**src/rtl/memory_arbiter.sv**
```systemverilog
// memory_arbiter: shares one RAM port between the I- and D-cache ports of CPUS cores.
// Round-robin across cores, D-write > D-read > I-read within a core. A registered
// grant FSM holds each transaction until the RAM completes, errors or the requester
// withdraws. Wait strobes and RAM enables are combinational on the granted request.
module memory_arbiter #(
    parameter int CPUS   = 2,
    parameter int ADDR_W = 32,
    parameter int WORD_W = 32
) (
    input  logic                     CLK,
    input  logic                     RST,
    input  logic [CPUS-1:0]          iREN,
    input  logic [CPUS-1:0]          dREN,
    input  logic [CPUS-1:0]          dWEN,
    input  logic [CPUS*ADDR_W-1:0]   iaddr,
    input  logic [CPUS*ADDR_W-1:0]   daddr,
    input  logic [CPUS*WORD_W-1:0]   dstore,
    output logic [CPUS-1:0]          iwait,
    output logic [CPUS-1:0]          dwait,
    output logic [CPUS*WORD_W-1:0]   iload,
    output logic [CPUS*WORD_W-1:0]   dload,
    input  logic [1:0]               ramstate,
    input  logic [WORD_W-1:0]        ramload,
    output logic [ADDR_W-1:0]        ramaddr,
    output logic [WORD_W-1:0]        ramstore,
    output logic                     ramREN,
    output logic                     ramWEN,
    output logic [$clog2(CPUS):0]    gnt_cpu,
    output logic                     busy,
    output logic [7:0]               err_cnt
);

    localparam int IW = (CPUS > 1) ? $clog2(CPUS) : 1;
    localparam int GW = $clog2(CPUS) + 1;

    localparam logic [1:0] RAM_ACCESS = 2'b10;
    localparam logic [1:0] RAM_ERROR  = 2'b11;

    typedef enum logic {IDLE, GRANT} state_t;
    typedef enum logic [1:0] {K_WRITE, K_DREAD, K_IREAD} kind_t;

    state_t          state;
    kind_t           kind_q;
    logic [IW-1:0]   cpu_q;
    logic [IW-1:0]   rr_ptr;

    logic            found;
    logic [IW-1:0]   win;
    kind_t           win_kind;
    logic [ADDR_W-1:0] win_addr;
    logic [WORD_W-1:0] win_store;

    logic            live;
    logic            active;
    logic            ack;

    // Pick the first requesting core starting at rr_ptr, and its highest-priority channel.
    always_comb begin
        // NOTE: every variable gets a default before any conditional write, so no latch is inferred.
        found     = 1'b0;
        win       = '0;
        win_kind  = K_IREAD;
        win_addr  = '0;
        win_store = '0;
        for (int i = 0; i < CPUS; i++) begin
            logic [IW-1:0] idx;
            idx = IW'((int'(rr_ptr) + i) % CPUS);
            if (!found && (iREN[idx] || dREN[idx] || dWEN[idx])) begin
                found     = 1'b1;
                win       = idx;
                win_store = dstore[idx*WORD_W +: WORD_W];
                if (dWEN[idx]) begin
                    win_kind = K_WRITE;
                    win_addr = daddr[idx*ADDR_W +: ADDR_W];
                end else if (dREN[idx]) begin
                    win_kind = K_DREAD;
                    win_addr = daddr[idx*ADDR_W +: ADDR_W];
                end else begin
                    win_kind = K_IREAD;
                    win_addr = iaddr[idx*ADDR_W +: ADDR_W];
                end
            end
        end
    end

    // Drive RAM enables and the single completing wait strobe from the live granted request.
    always_comb begin
        case (kind_q)
            K_WRITE: live = dWEN[cpu_q];
            K_DREAD: live = dREN[cpu_q];
            default: live = iREN[cpu_q];
        endcase
        // Reset forces enables and acks off in the same cycle it is seen.
        active = (state == GRANT) && !RST && live;
        ack    = active && (ramstate == RAM_ACCESS);
        ramWEN = active && (kind_q == K_WRITE);
        ramREN = active && (kind_q != K_WRITE);
        iwait  = '1;
        dwait  = '1;
        if (ack) begin
            if (kind_q == K_IREAD) iwait[cpu_q] = 1'b0;
            else                   dwait[cpu_q] = 1'b0;
        end
    end

    assign iload = {CPUS{ramload}};
    assign dload = {CPUS{ramload}};

    // Grant FSM: latch the winner in IDLE, hold it in GRANT until ack, error or withdrawal.
    always_ff @(posedge CLK) begin
        // NOTE: sequential state uses non-blocking assignments so all registers update together.
        if (RST) begin
            state    <= IDLE;
            kind_q   <= K_IREAD;
            cpu_q    <= '0;
            rr_ptr   <= '0;
            ramaddr  <= '0;
            ramstore <= '0;
            gnt_cpu  <= '0;
            busy     <= 1'b0;
            err_cnt  <= '0;
        end else begin
            case (state)
                IDLE: begin
                    if (found) begin
                        state    <= GRANT;
                        cpu_q    <= win;
                        kind_q   <= win_kind;
                        ramaddr  <= win_addr;
                        ramstore <= win_store;
                        gnt_cpu  <= GW'(win);
                        busy     <= 1'b1;
                    end
                end
                GRANT: begin
                    if (!live) begin
                        // Requester withdrew: abort without moving the round-robin pointer.
                        state <= IDLE;
                        busy  <= 1'b0;
                    end else if (ramstate == RAM_ACCESS) begin
                        state  <= IDLE;
                        busy   <= 1'b0;
                        rr_ptr <= (cpu_q == IW'(CPUS - 1)) ? '0 : cpu_q + IW'(1);
                    end else if (ramstate == RAM_ERROR) begin
                        // Pointer stays put so the same requester is retried first.
                        state <= IDLE;
                        busy  <= 1'b0;
                        if (err_cnt != 8'hFF) err_cnt <= err_cnt + 8'd1;
                    end
                end
                default: state <= IDLE;
            endcase
        end
    end

endmodule

```
**config.mk**
```make
export PLATFORM = sky130hd
export DESIGN_NAME = memory_arbiter
export DESIGN_NICKNAME = d
export VERILOG_FILES = /design/src/rtl/memory_arbiter.sv
export SDC_FILE = /design/constraint.sdc
export NUM_CORES = 1
export LEC_CHECK = 0
export CORE_AREA = 2 2 170 172
export CTS_CLUSTER_SIZE = 10
export DETAILED_ROUTE_END_ITERATION = 6
export DIE_AREA = 0 0 172 174
export PLACE_DENSITY = 0.55
export SYNTH_ARGS = -nofsm -noshare
export SYNTH_HDL_FRONTEND = slang
export SYNTH_SLANG_ARGS = --single-unit
```
**constraint.sdc**
```tcl
create_clock -name CLK -period 1.9 [get_ports CLK]
set_input_delay 0.38 -clock CLK [delete_from_list [all_inputs] [get_ports CLK]]
set_output_delay 0.38 -clock CLK [all_outputs]
set_load 0.01 [all_outputs]
```
==> impl_metrics.toml, run 1 <==
[critical_path]
slowest_delay_ps = 370
slowest_stage = "dfxtp_4"
critPathKind = "flip-flop to primary output"
crit_family = "simple AND/OR/NAND/NOR gates"
critPathMaxFanout = 6
cp.required_ps = 1520
cp-start-kind = "flip-flop"
critPathBufInv = 1
cp.arrival_ps = 1700
worstPathCellList = "mux2i_2 -> a22oi_4 -> nand3_4 -> or3_1 -> buf_2"
cp-end-kind = "primary output"

[layout]
n_antenna_cell = 0
final_cell_mix = "clkdlybuf4s50_1 (267), nor2_1 (107), a21oi_1 (102), dfxtp_1 (74), nand2_1 (71)"
final_common_cell = "clkdlybuf4s50_1"
drive_above_1_share_pct = 10.7
stdcell_count = 1356
area_delta_synth_final_pct = 48.6
finalNetCount = 1202
fin_util_pct = 31.7
final_area_mm2 = 0.00896

[logic_synthesis]
synth.distinct_cells = 48
synthesis.area_mm2 = 0.00603
synth_edf_count = 0
ys_warn_count = 0
synthFlopType = "dfxtp_1"
avgSynthCellArea_um2 = 7.31
syn-instance-count = 825
ys_seq_area_share_pct = 25.9
async_flop_share_pct = 0
synth_fp_nets = 1060
ys_ff_latch = 78

[drt]
drt-pass1-iter-count = 5
drc = 0
vias = 6430
wirelength_mm = 24.6
wire_per_inst_um = 18.1
viasPerCell = 4.74
drtAntennaViolNets = 0
drtIter0Drc = 304

[timing]
fmax_mhz = 480
final_max_slew_viol_count = 0
hold_slack_ps = 474
worstMarginPinSlew_ps = 549
slew-limit-headroom_pct = 63.4
skew_ps = 6.33
rsz0062_at_grt = "true"
period_needed_ps = 2080
hold_viol = 0
setup_viol = 6
final.setup.worst_slack_ps = -182
fin_crit_sh_pct = 110

[floorplanning]
num_rows = 62
core_area_mm2 = 0.0282
die_x_um = 172
start_util_pct = 21.4
fp.dieH_um = 174
fp.dieArea_mm2 = 0.0299
io_pins = 443

[clock_tree]
numCtsBuffers = 9
holdBufCountCts = 0
clock-sinks = 78
cts_tree = "yes"
htreeDepth = 3
clk_path_buf_depth = 2
root_buffer = "clkbuf_16"
clk-insertion-delay-late_ps = 340
clk_pin_slew_ps = 70

[power]
power_frac_clock_pct = 33.3
cellLeakagePower_nw = 3.39
combPwrFrac_pct = 33.5
p_per_area_mw_per_mm2 = 632
power_frac_seq_pct = 33.3
intPower_mw = 3.89
vdd_drop_max_uv = 438
sw_frac_of_total_pct = 31.3
power.total_mw = 5.67
p_sw_mw = 1.77

[placement]
dp_cells = 1334
dp_hpwl_mm = 17.4
numPortBuffers = 281
gp_congestion = 0.747
dpl_cell_area_mm2 = 0.00857

[global_route]
grt_pass1_wl_mm = 36.8
grt_max_degree = 50
overflow = 0
grt_use_total_pct = 15.8
antenna_found_initial = 0
grt_pass1_vias = 6527

[run_status]
violations = "negative setup slack"
status = "finished, violations left"

[worst_hold_path]
min_path_type = "input port to flip-flop"

[flow_run]
drv_cap = 0
==> flip-flops by register name, summed over array words and instances, names as in the netlist <==
signal / cells
ramstore: 32
ramaddr: 32
rr_ptr: 1
busy: 1
gnt_cpu: 1
err_cnt: 8
state: 1
kind_q: 2
==> per-stage QoR <==
step                setup slack (ps)  setup TNS (ps)
floorplan                       36.7               0
global route                    -266           -1480
finish                          -182            -875
CTS                             -207            -943
detailed placement              -802          -32260
global placement                -801          -29870
==> synth_stat cells, types with 2 or more instances <==
library cell  number  area (um2)
buf_4            131         983
nor2_1           108         405
a21oi_1          104         521
dfxtp_1           78        1560
nand2_1           71         267
clkbuf_1          44         165
nor3_1            34         170
a211oi_1          33         248
nand3b_1          33         248
a22o_1            32         280
o221ai_1          32         280
o22a_1            32         280
buf_2             23         115
o21ai_0            7        35.0
nand3_1            6        30.0
or3_1              6        37.5
nand2b_1           5        31.3
buf_1              4        15.0
mux2i_1            4        40.0
inv_1              3        11.3
nor2b_1            3        18.8
and3_1             2        12.5
buf_6              2        22.5
nand4_1            2        12.5
o21a_1             2        15.0
o21bai_1           2        15.0
==> power groups by stage <==
stage / clock (mW) / sequential, mW / combinational [mW]
after floorplan: 0 / 1.98 / 1.02
after global placement: 0 / 1.92 / 1.88
after detailed placement: 0 / 1.92 / 1.88
after CTS: 2.00 / 1.89 / 1.90
after global routing: 2.04 / 1.91 / 2.06
final: 1.88 / 1.89 / 1.90
==> kinds of logic after synthesis <==
family | count (synthesis) | share of synthesized area (%)
simple gates | 279 | 21.9
flops | 78 | 25.9
xor+xnor | 1 | 0.145
compound gates | 252 | 29.2
fa+ha+maj | 1 | 0.207
buf+inv | 209 | 22.0
mux | 4 | 0.664
other cells | 1 | 0.0622
==> worst register-to-register path, stage by stage, from the launching register on <==
cell	delay [ps]
dfxtp_4	370
mux2i_2	170
a22oi_4	230
buf_4	140
buf_4	90
buf_4	120
nand4_4	120
or4_4	440
a21oi_2	140
==> layout make-up <==
| class | count | area [um2] |
|---|---|---|
| timing repair buffer | 336 | 3340 |
| clock buffer | 9 | 225 |
| sequential | 78 | 1570 |
| inverter | 4 | 15.0 |
| multi-input combinational | 538 | 3250 |
| fill | 3066 | 19300 |
| clock inverter | 7 | 78.8 |
| tap | 384 | 480 |
==> worst paths after layout <==
kind	startpoint	end	slack, ps	cells past startpoint
setup / recovery	gnt_cpu[0]	iwait[1]	-180	5
hold / removal	RST	rr_ptr	470	3
setup reg to reg	gnt_cpu[0]	err_cnt[5]	20	8
hold reg to reg	kind_q[0]	kind_q[0]	490	2
==> metal layers <==
metal / track usage, % / wire [um] / share of wire, % / vias to the layer above
met5: 0 / 0 / 0 / -
met4: 8.26 / 946 / 3.8 / 0
met3: 3.12 / 1750 / 7.1 / 72
met2: 28.5 / 12400 / 50 / 285
met1: 17.4 / 9520 / 39 / 2970
li1: - / - / - / 3103
==> timing repair <==
action	CTS	global route
pin swaps	7	5
setup buffers	3	3
setup endpoints to repair	39	40
resized for setup	37	9
No activity file was read; power rests on OpenSTA's default activity.
==> run 2: changes to the inputs <==
PLACE_DENSITY = 0.67   (was 0.55)
==> run 2 against run 1 <==
Effect of this change: the run still ends with negative setup slack left; critical path depth increased by 2; critical path type unchanged; sequential share of layout area about the same; core utilization about the same; first-iteration DRC count decreased by 11%; fmax increased by 0.15%; non-clock buffer count decreased by 2; cell count decreased by 0.15%; sequential cell count unchanged; critical endpoint is now iwait[0]; cell area decreased by 0.14%; clock skew increased by 3.1 ps; highest routed layer unchanged; wire length decreased by 3.5%; largest cell class unchanged.
==> impl_metrics.toml, run 2 (synthesis gave the netlist of run 1 again) <==
[layout]
drive_above_1_share_pct = 10.1
reg_top3 = "ramaddr x32, ramstore x32, err_cnt x8"
finalNetCount = 1200
final_cell_mix = "clkdlybuf4s50_1 (268), nor2_1 (107), a21oi_1 (103), dfxtp_1 (74), nand2_1 (71)"
area_delta_synth_final_pct = 48.4
stdcell_count = 1354
n_antenna_cell = 0
final_common_cell = "clkdlybuf4s50_1"

[floorplanning]
start_util_pct = 21.4
fp.dieH_um = 174
num_rows = 62
die_x_um = 172
fp.dieArea_mm2 = 0.0299
core_area_mm2 = 0.0282
io_pins = 443

[critical_path]
cp-end-kind = "primary output"
slowest_delay_ps = 370
worstPathCellList = "mux2i_2 -> a22oi_4 -> nand3_4 -> nor4_4 -> buf_4 -> nand2_1 -> buf_2"
critPathBufInv = 2
critPathMaxFanout = 5
cp.arrival_ps = 1700
worstRegToRegCells = 7
critPathKind = "flip-flop to primary output"
crit_family = "flip-flops"
cp.required_ps = 1520
cp-start-kind = "flip-flop"
slowest_stage = "dfxtp_4"
cp.depth = 7

[clock_tree]
holdBufCountCts = 0
clk_pin_slew_ps = 70
clock-sinks = 78
numCtsBuffers = 9
clk-insertion-delay-late_ps = 340
root_buffer = "clkbuf_16"
clk_path_buf_depth = 2
htreeDepth = 3
cts_tree = "yes"

[timing]
final_max_slew_viol_count = 0
hold_viol = 0
final.setup.worst_slack_ps = -179
setup_viol = 5
worstMarginPinSlew_ps = 770
fin_crit_sh_pct = 109
rsz0062_at_grt = "true"
skew_ps = 9.47
fmax_mhz = 481
slew-limit-headroom_pct = 48.6
period_needed_ps = 2080

[global_route]
grt_max_degree = 66
grt_pass1_vias = 6530
grt_use_total_pct = 15.0
overflow = 0
antenna_found_initial = 0
grt_pass1_wl_mm = 35.2

[power]
power_frac_clock_pct = 35.0
p_per_area_mw_per_mm2 = 646
combPwrFrac_pct = 32.4
cellLeakagePower_nw = 3.38
vdd_drop_max_uv = 361
power_frac_seq_pct = 32.5
power.total_mw = 5.78
intPower_mw = 4.02
p_sw_mw = 1.76
sw_frac_of_total_pct = 30.5

[drt]
drt-pass1-iter-count = 5
drtAntennaViolNets = 0
drtIter0Drc = 272
wire_per_inst_um = 17.5
wirelength_mm = 23.7
vias = 6638
viasPerCell = 4.90
drc = 0

[worst_hold_path]
min_path_type = "flip-flop to flip-flop"
min_delay_path_depth = 2

[run_status]
status = "finished, violations left"
violations = "negative setup slack"

[placement]
dp_cells = 1333
gp_congestion = 0.782
dp_hpwl_mm = 17.0
numPortBuffers = 281

[flow_run]
drv_cap = 0
run 2: changes by cell type in the layout (fill, tap and decap cells not counted), moves of 2 or more:
cell | before | now
buf_4 | 42 | 38
buf_6 | 1 | 3
inv_6 | 4 | 1
inv_8 | 0 | 2
nor3_1 | 32 | 34
nor3_2 | 2 | 0
run 2: final cells by class:
class                      instances  area (um2)
fill                            3004       19300
timing repair buffer             334        3320
multi-input combinational        538        3230
sequential                        78        1570
tap                              384         480
clock buffer                       9         225
clock inverter                     7         105
inverter                           4        15.0
run 2: worst register-to-register path, stage by stage, from the launching register on:
cell     delay, ps
dfxtp_4        370
mux2i_2        170
a22oi_4        200
buf_4          130
buf_4          120
nand4_4        130
or4_1          430
a21oi_1        150
run 2: metal layers:
metal / global-route usage, % / part of all wire, %
met4: 8.02 / 4.2
met3: 4.01 / 8.5
met2: 26.4 / 48
met5: 0 / 0
met1: 16.4 / 39
run 2: power groups by stage:
stage	registers (mW)	logic, mW	clock network (mW)
final	1.88	1.88	2.02
after global routing	1.90	2.03	2.18
after CTS	1.88	1.89	2.10
after detailed placement	1.92	1.86	0
after global placement	1.91	1.85	0
after floorplan	1.98	1.02	0
run 2: what timing repair did:
item                       4_1_cts  5_1_grt
buffers inserted                 5        0
setup endpoints to repair        6       26
pin swaps                        6        0
resized for setup               38        4
run 2: worst paths after layout:
kind,to,from,slack [ps]
setup / recovery,iwait[0],gnt_cpu[0],-180
hold / removal,ramstore[19],ramstore[19],490
setup reg to reg,err_cnt[5],gnt_cpu[0],130
hold reg to reg,ramstore[19],ramstore[19],490
run 2: per-stage QoR:
step / utilization (%) / hold slack (ps) / worst slack, ps / TNS [ps] / cell area [um2]
finish: 31.7 / 490 / -179 / -716 / 8950
CTS: 31.6 / 493 / -194 / -860 / 8940
global route: 31.7 / 503 / -297 / -1320 / 8950
floorplan: - / 478 / 36.7 / 0 / 6030
global placement: 30.3 / 476 / -771 / -23500 / 8550
detailed placement: 30.3 / 479 / -822 / -25920 / 8550
==> RTL edit 1: new RTL, config.mk and constraints of run 1 <==
Change the parameter `WORD_W` from 32 to 40.
--- a/src/rtl/memory_arbiter.sv
+++ b/src/rtl/memory_arbiter.sv
@@ -6,5 +6,5 @@
     parameter int CPUS   = 2,
     parameter int ADDR_W = 32,
-    parameter int WORD_W = 32
+    parameter int WORD_W = 40
 ) (
     input  logic                     CLK,
Interface: changed (5 resized); port bits go from 443 to 507. The function was not compared with the original's and may differ.
==> RTL edit 1 against run 1 <==
  * The run still ends with setup timing left
  * Synthesized area increased by 1.2%
  * Setup slack got worse by 0.049 ns
  * Final cell count decreased by 2.0%
  * Sequential cell count increased by 8
  * Cell area increased by 2.1%
  * Critical endpoint unchanged
  * Largest power group is now sequential cells
  * Power increased by 3.9%
  * Critical path depth increased by 2
  * Routed wire length increased by 6.2%
==> RTL edit 1: results (changes against run 1) <==
[worst_setup_path]
reg2reg_depth = 6  ; was 8
slowest_stage = dfxtp_2  ; was dfxtp_4
rr_startpoint = cpu_q  ; was gnt_cpu[0]
path_max_fanout = 3  ; was 6
crit_arrival_ns = 1.75  ; was 1.70 ns
cpPeakStageDelay_ns = 0.34  ; was 0.37 ns
r2r_slack_ns = -0.09  ; was 0.02 ns
critPathTopFamily = buffers and inverters  ; was simple AND/OR/NAND/NOR gates
critPathLaunch = cpu_q  ; was gnt_cpu[0]
rr_endpoint = err_cnt[6]  ; was err_cnt[5]

[logic_synthesis]
yosys-top-cells-count = 162 x buf_4, 88 x nor2_1, 86 x dfxtp_1  ; was 131 x buf_4, 108 x nor2_1, 104 x a21oi_1
synth_area_leaders = dfxtp_1 28%, buf_4 20%, a21o_1 8.0%  ; was dfxtp_1 26%, buf_4 16%, a21oi_1 8.6%
synth_nets = 1056  ; was 1060
ys_types = 45  ; was 48
syn-instance-count = 797  ; was 825
yosysSeqAreaShare_pct = 28.2  ; was 25.9%

[worst_hold_path]
hold_class = reg2reg  ; was in2reg
worstHoldPathCells = 2  ; was 3
min_to = ramaddr[27]  ; was rr_ptr
hold_start = ramaddr[27]  ; was RST

[sta]
whs_ns = 0.497  ; was 0.474 ns
worst_clock_skew_ns = 0.00953  ; was 0.00633 ns
tightest_slew_ns = 0.954  ; was 0.549 ns
finalWorstSetupSlack_ns = -0.231  ; was -0.182 ns
fin_tns_setup_ns = -0.966  ; was -0.875 ns
setup_viol = 7  ; was 6

[finish]
drive_gt1_share_pct = 13.1  ; was 10.7%
finalNetCount = 1199  ; was 1202
top_regs = ramstore x40, ramaddr x32, err_cnt x8  ; was ramaddr x32, ramstore x32, err_cnt x8
n_antenna_cell = 0  ; unchanged

[global_routing]
grt_pass1_vias = 6023  ; was 6527
grt_pass1_wl_um = 37300  ; was 36800 um
grt_max_degree = 59  ; was 50
track_usage_pct = 16.6  ; was 15.8%
grt_antenna_before_repair = 3  ; was 0

[placed_design]
hpwl_um = 19600  ; was 17400 um
pre_cts_ws_ns = -0.403  ; was -0.802 ns
dpl_cell_area_sq_um = 8680  ; was 8570 sq um
place.gp.congestion = 0.840  ; was 0.747
place.port_buffers = 305  ; was 281
placedCellCount = 1305  ; was 1334

[power_and_ir_drop]
power.density_nw_per_um2 = 644  ; was 632 nW/um^2
swShare_pct = 30.7  ; was 31.3%
seqPwrFrac_pct = 35.1  ; was 33.3%
peakVddDrop_uv = 358  ; was 438 uV
leakage_uw = 0.00334  ; was 0.00339 uW

[outcome]
status = finished with violations  ; unchanged
violations = setup timing  ; unchanged

[cts]
post-cts-setup-buffers = 5  ; was 3
path_clk_slew_ns = 0.07  ; about the same
root_buffer = clkbuf_16  ; unchanged
cts.repair.resized = 42  ; was 37

[drt]
routedWlPerCell_um = 19.6  ; was 18.1 um
vias_per_cell = 4.71  ; was 4.74
route.vias.total = 6253  ; was 6430
first_pass_iters = 5  ; unchanged
drt_iter0_drc = 338  ; was 304

==> RTL edit 1: layer usage <==
metal / wire length [um] / track usage [%] / vias up
met1: 11100 / 20.9 / 2930
met2: 12700 / 28.1 / 301
li1: - / - / 2993
met4: 369 / 3.96 / 2
met3: 1890 / 4.42 / 27
met5: 13 / 0 / -
==> RTL edit 1: cells by family (layout without fill, tap and decap cells) <==
| group | after synthesis | in the layout | share of synthesized area, % |
|---|---|---|---|
| AO/OA/AOI/OAI | 268 | 269 | 30.1 |
| adder cells (fa/ha/maj) | 1 | 1 | 0.205 |
| buffers and inverters | 244 | 391 | 25.6 |
| flip-flops | 86 | 86 | 28.2 |
| multiplexers | 8 | 8 | 1.41 |
| other | 1 | 1 | 0.0614 |
| AND/OR/NAND/NOR | 189 | 189 | 14.5 |
==> RTL edit 1: area by class of cell <==
cell class                 instances  area (sq um)
inverter                           8          30.0
sequential                        86          1720
multi-input combinational        468          2980
timing repair buffer             367          3630
clock inverter                     7          80.1
clock buffer                       9           225
fill                            3050         19100
tap                              384           480
==> RTL edit 2: new RTL, settings of run 1 <==
Made on the original files. Make the reset (`RST`) asynchronous in one clocked block.
--- a/src/rtl/memory_arbiter.sv
+++ b/src/rtl/memory_arbiter.sv
@@ -108,5 +108,5 @@
 
     // Grant FSM: latch the winner in IDLE, hold it in GRANT until ack, error or withdrawal.
-    always_ff @(posedge CLK) begin
+    always_ff @(posedge CLK or posedge RST) begin
         // NOTE: sequential state uses non-blocking assignments so all registers update together.
         if (RST) begin
Check against the original RTL: not settled (the Yosys comparison gave no result); the edit may change what the design does.
==> RTL edit 2 against run 1 <==
  * The flow still finishes with violations (setup timing)
  * Synthesized area up 32%
  * Sequential cell count unchanged
  * Setup slack better by 0.039 ns
  * Via count up 23%
  * Largest power group unchanged
  * Combinational power rose to 6.5 times the old value
  * Cell area up 47%
  * Routed wire length up 38%
  * First-iteration DRC count up 74%
  * Utilization up 15 points
  * Power rose to 3.0 times the old value
  * Sequential power up 62%
==> RTL edit 2: results (changes against run 1) <==
[sta]
worst_clock_skew_ns = 0.0177  ; was 0.00633 ns
whs_ns = 0.480  ; was 0.474 ns
setup_viol = 72  ; was 6
finalWorstSetupSlack_ns = -0.143  ; was -0.182 ns

[finish]
final_design_area_no_fill_sq_um = 13100  ; was 8960 sq um
num-multi-input-gates = 623  ; was 538
finalNetCount = 1352  ; was 1202
clock_area_share_pct = 2.21  ; was 3.39%
buf_share_pct = 35.4  ; was 37.3%
fin_cells = 1506  ; was 1356
inverters = 6  ; was 4

[outcome]
status = finished with violations  ; unchanged
violations = setup timing  ; unchanged

[power_and_ir_drop]
clock_power_uw = 1790  ; was 1880 uW
leakage_uw = 0.00493  ; was 0.00339 uW
p_comb_share_pct = 71.8  ; was 33.5%

[logic_synthesis]
synth_area_leaders = dfrtp_1 24%, mux2_2 14%, buf_4 14%  ; was dfxtp_1 26%, buf_4 16%, a21oi_1 8.6%
ys_types = 46  ; was 48
synthAdderAreaFrac_pct = 0.158  ; was 0.208%

[worst_setup_path]
rr_startpoint = rr_ptr  ; was gnt_cpu[0]
path_max_fanout = 8  ; was 6

[drt]
route.vias.total = 7884  ; was 6430
drt_wl_total_um = 33800  ; was 24600 um

[global_routing]
grt_pass1_wl_um = 46900  ; was 36800 um

[worst_hold_path]
hold_start = busy  ; was RST

[placed_design]
dpl_cell_area_sq_um = 10600  ; was 8570 sq um

-- RTL edit 2: cell types whose count changed after synthesis, sizes merged, moves of 31 or more --
cell / before / now
mux2i: 4 / 97
nor2: 109 / 73
mux2: 0 / 102
dfxtp: 78 / 0
nand2: 71 / 3
o221ai: 32 / 1
o22a: 32 / 0
dfrtp: 0 / 77
a31oi: 0 / 34
nand3b: 33 / 1
a22o: 32 / 0
-- RTL edit 2: layer usage --
layer	wire [um]	track usage, %
met5	0	0
met4	685	7.25
met3	2020	3.83
met2	16600	34.6
met1	14500	25.8
-- RTL edit 2: repair_timing --
action | 4_1_cts | 5_1_grt
hold endpoints to repair | 0 | 0
resized for setup | 153 | 183
endpoints found under the setup margin | 73 | 73
pin swaps | 40 | 68
cloned | 19 | 11
buffers inserted | 23 | 7
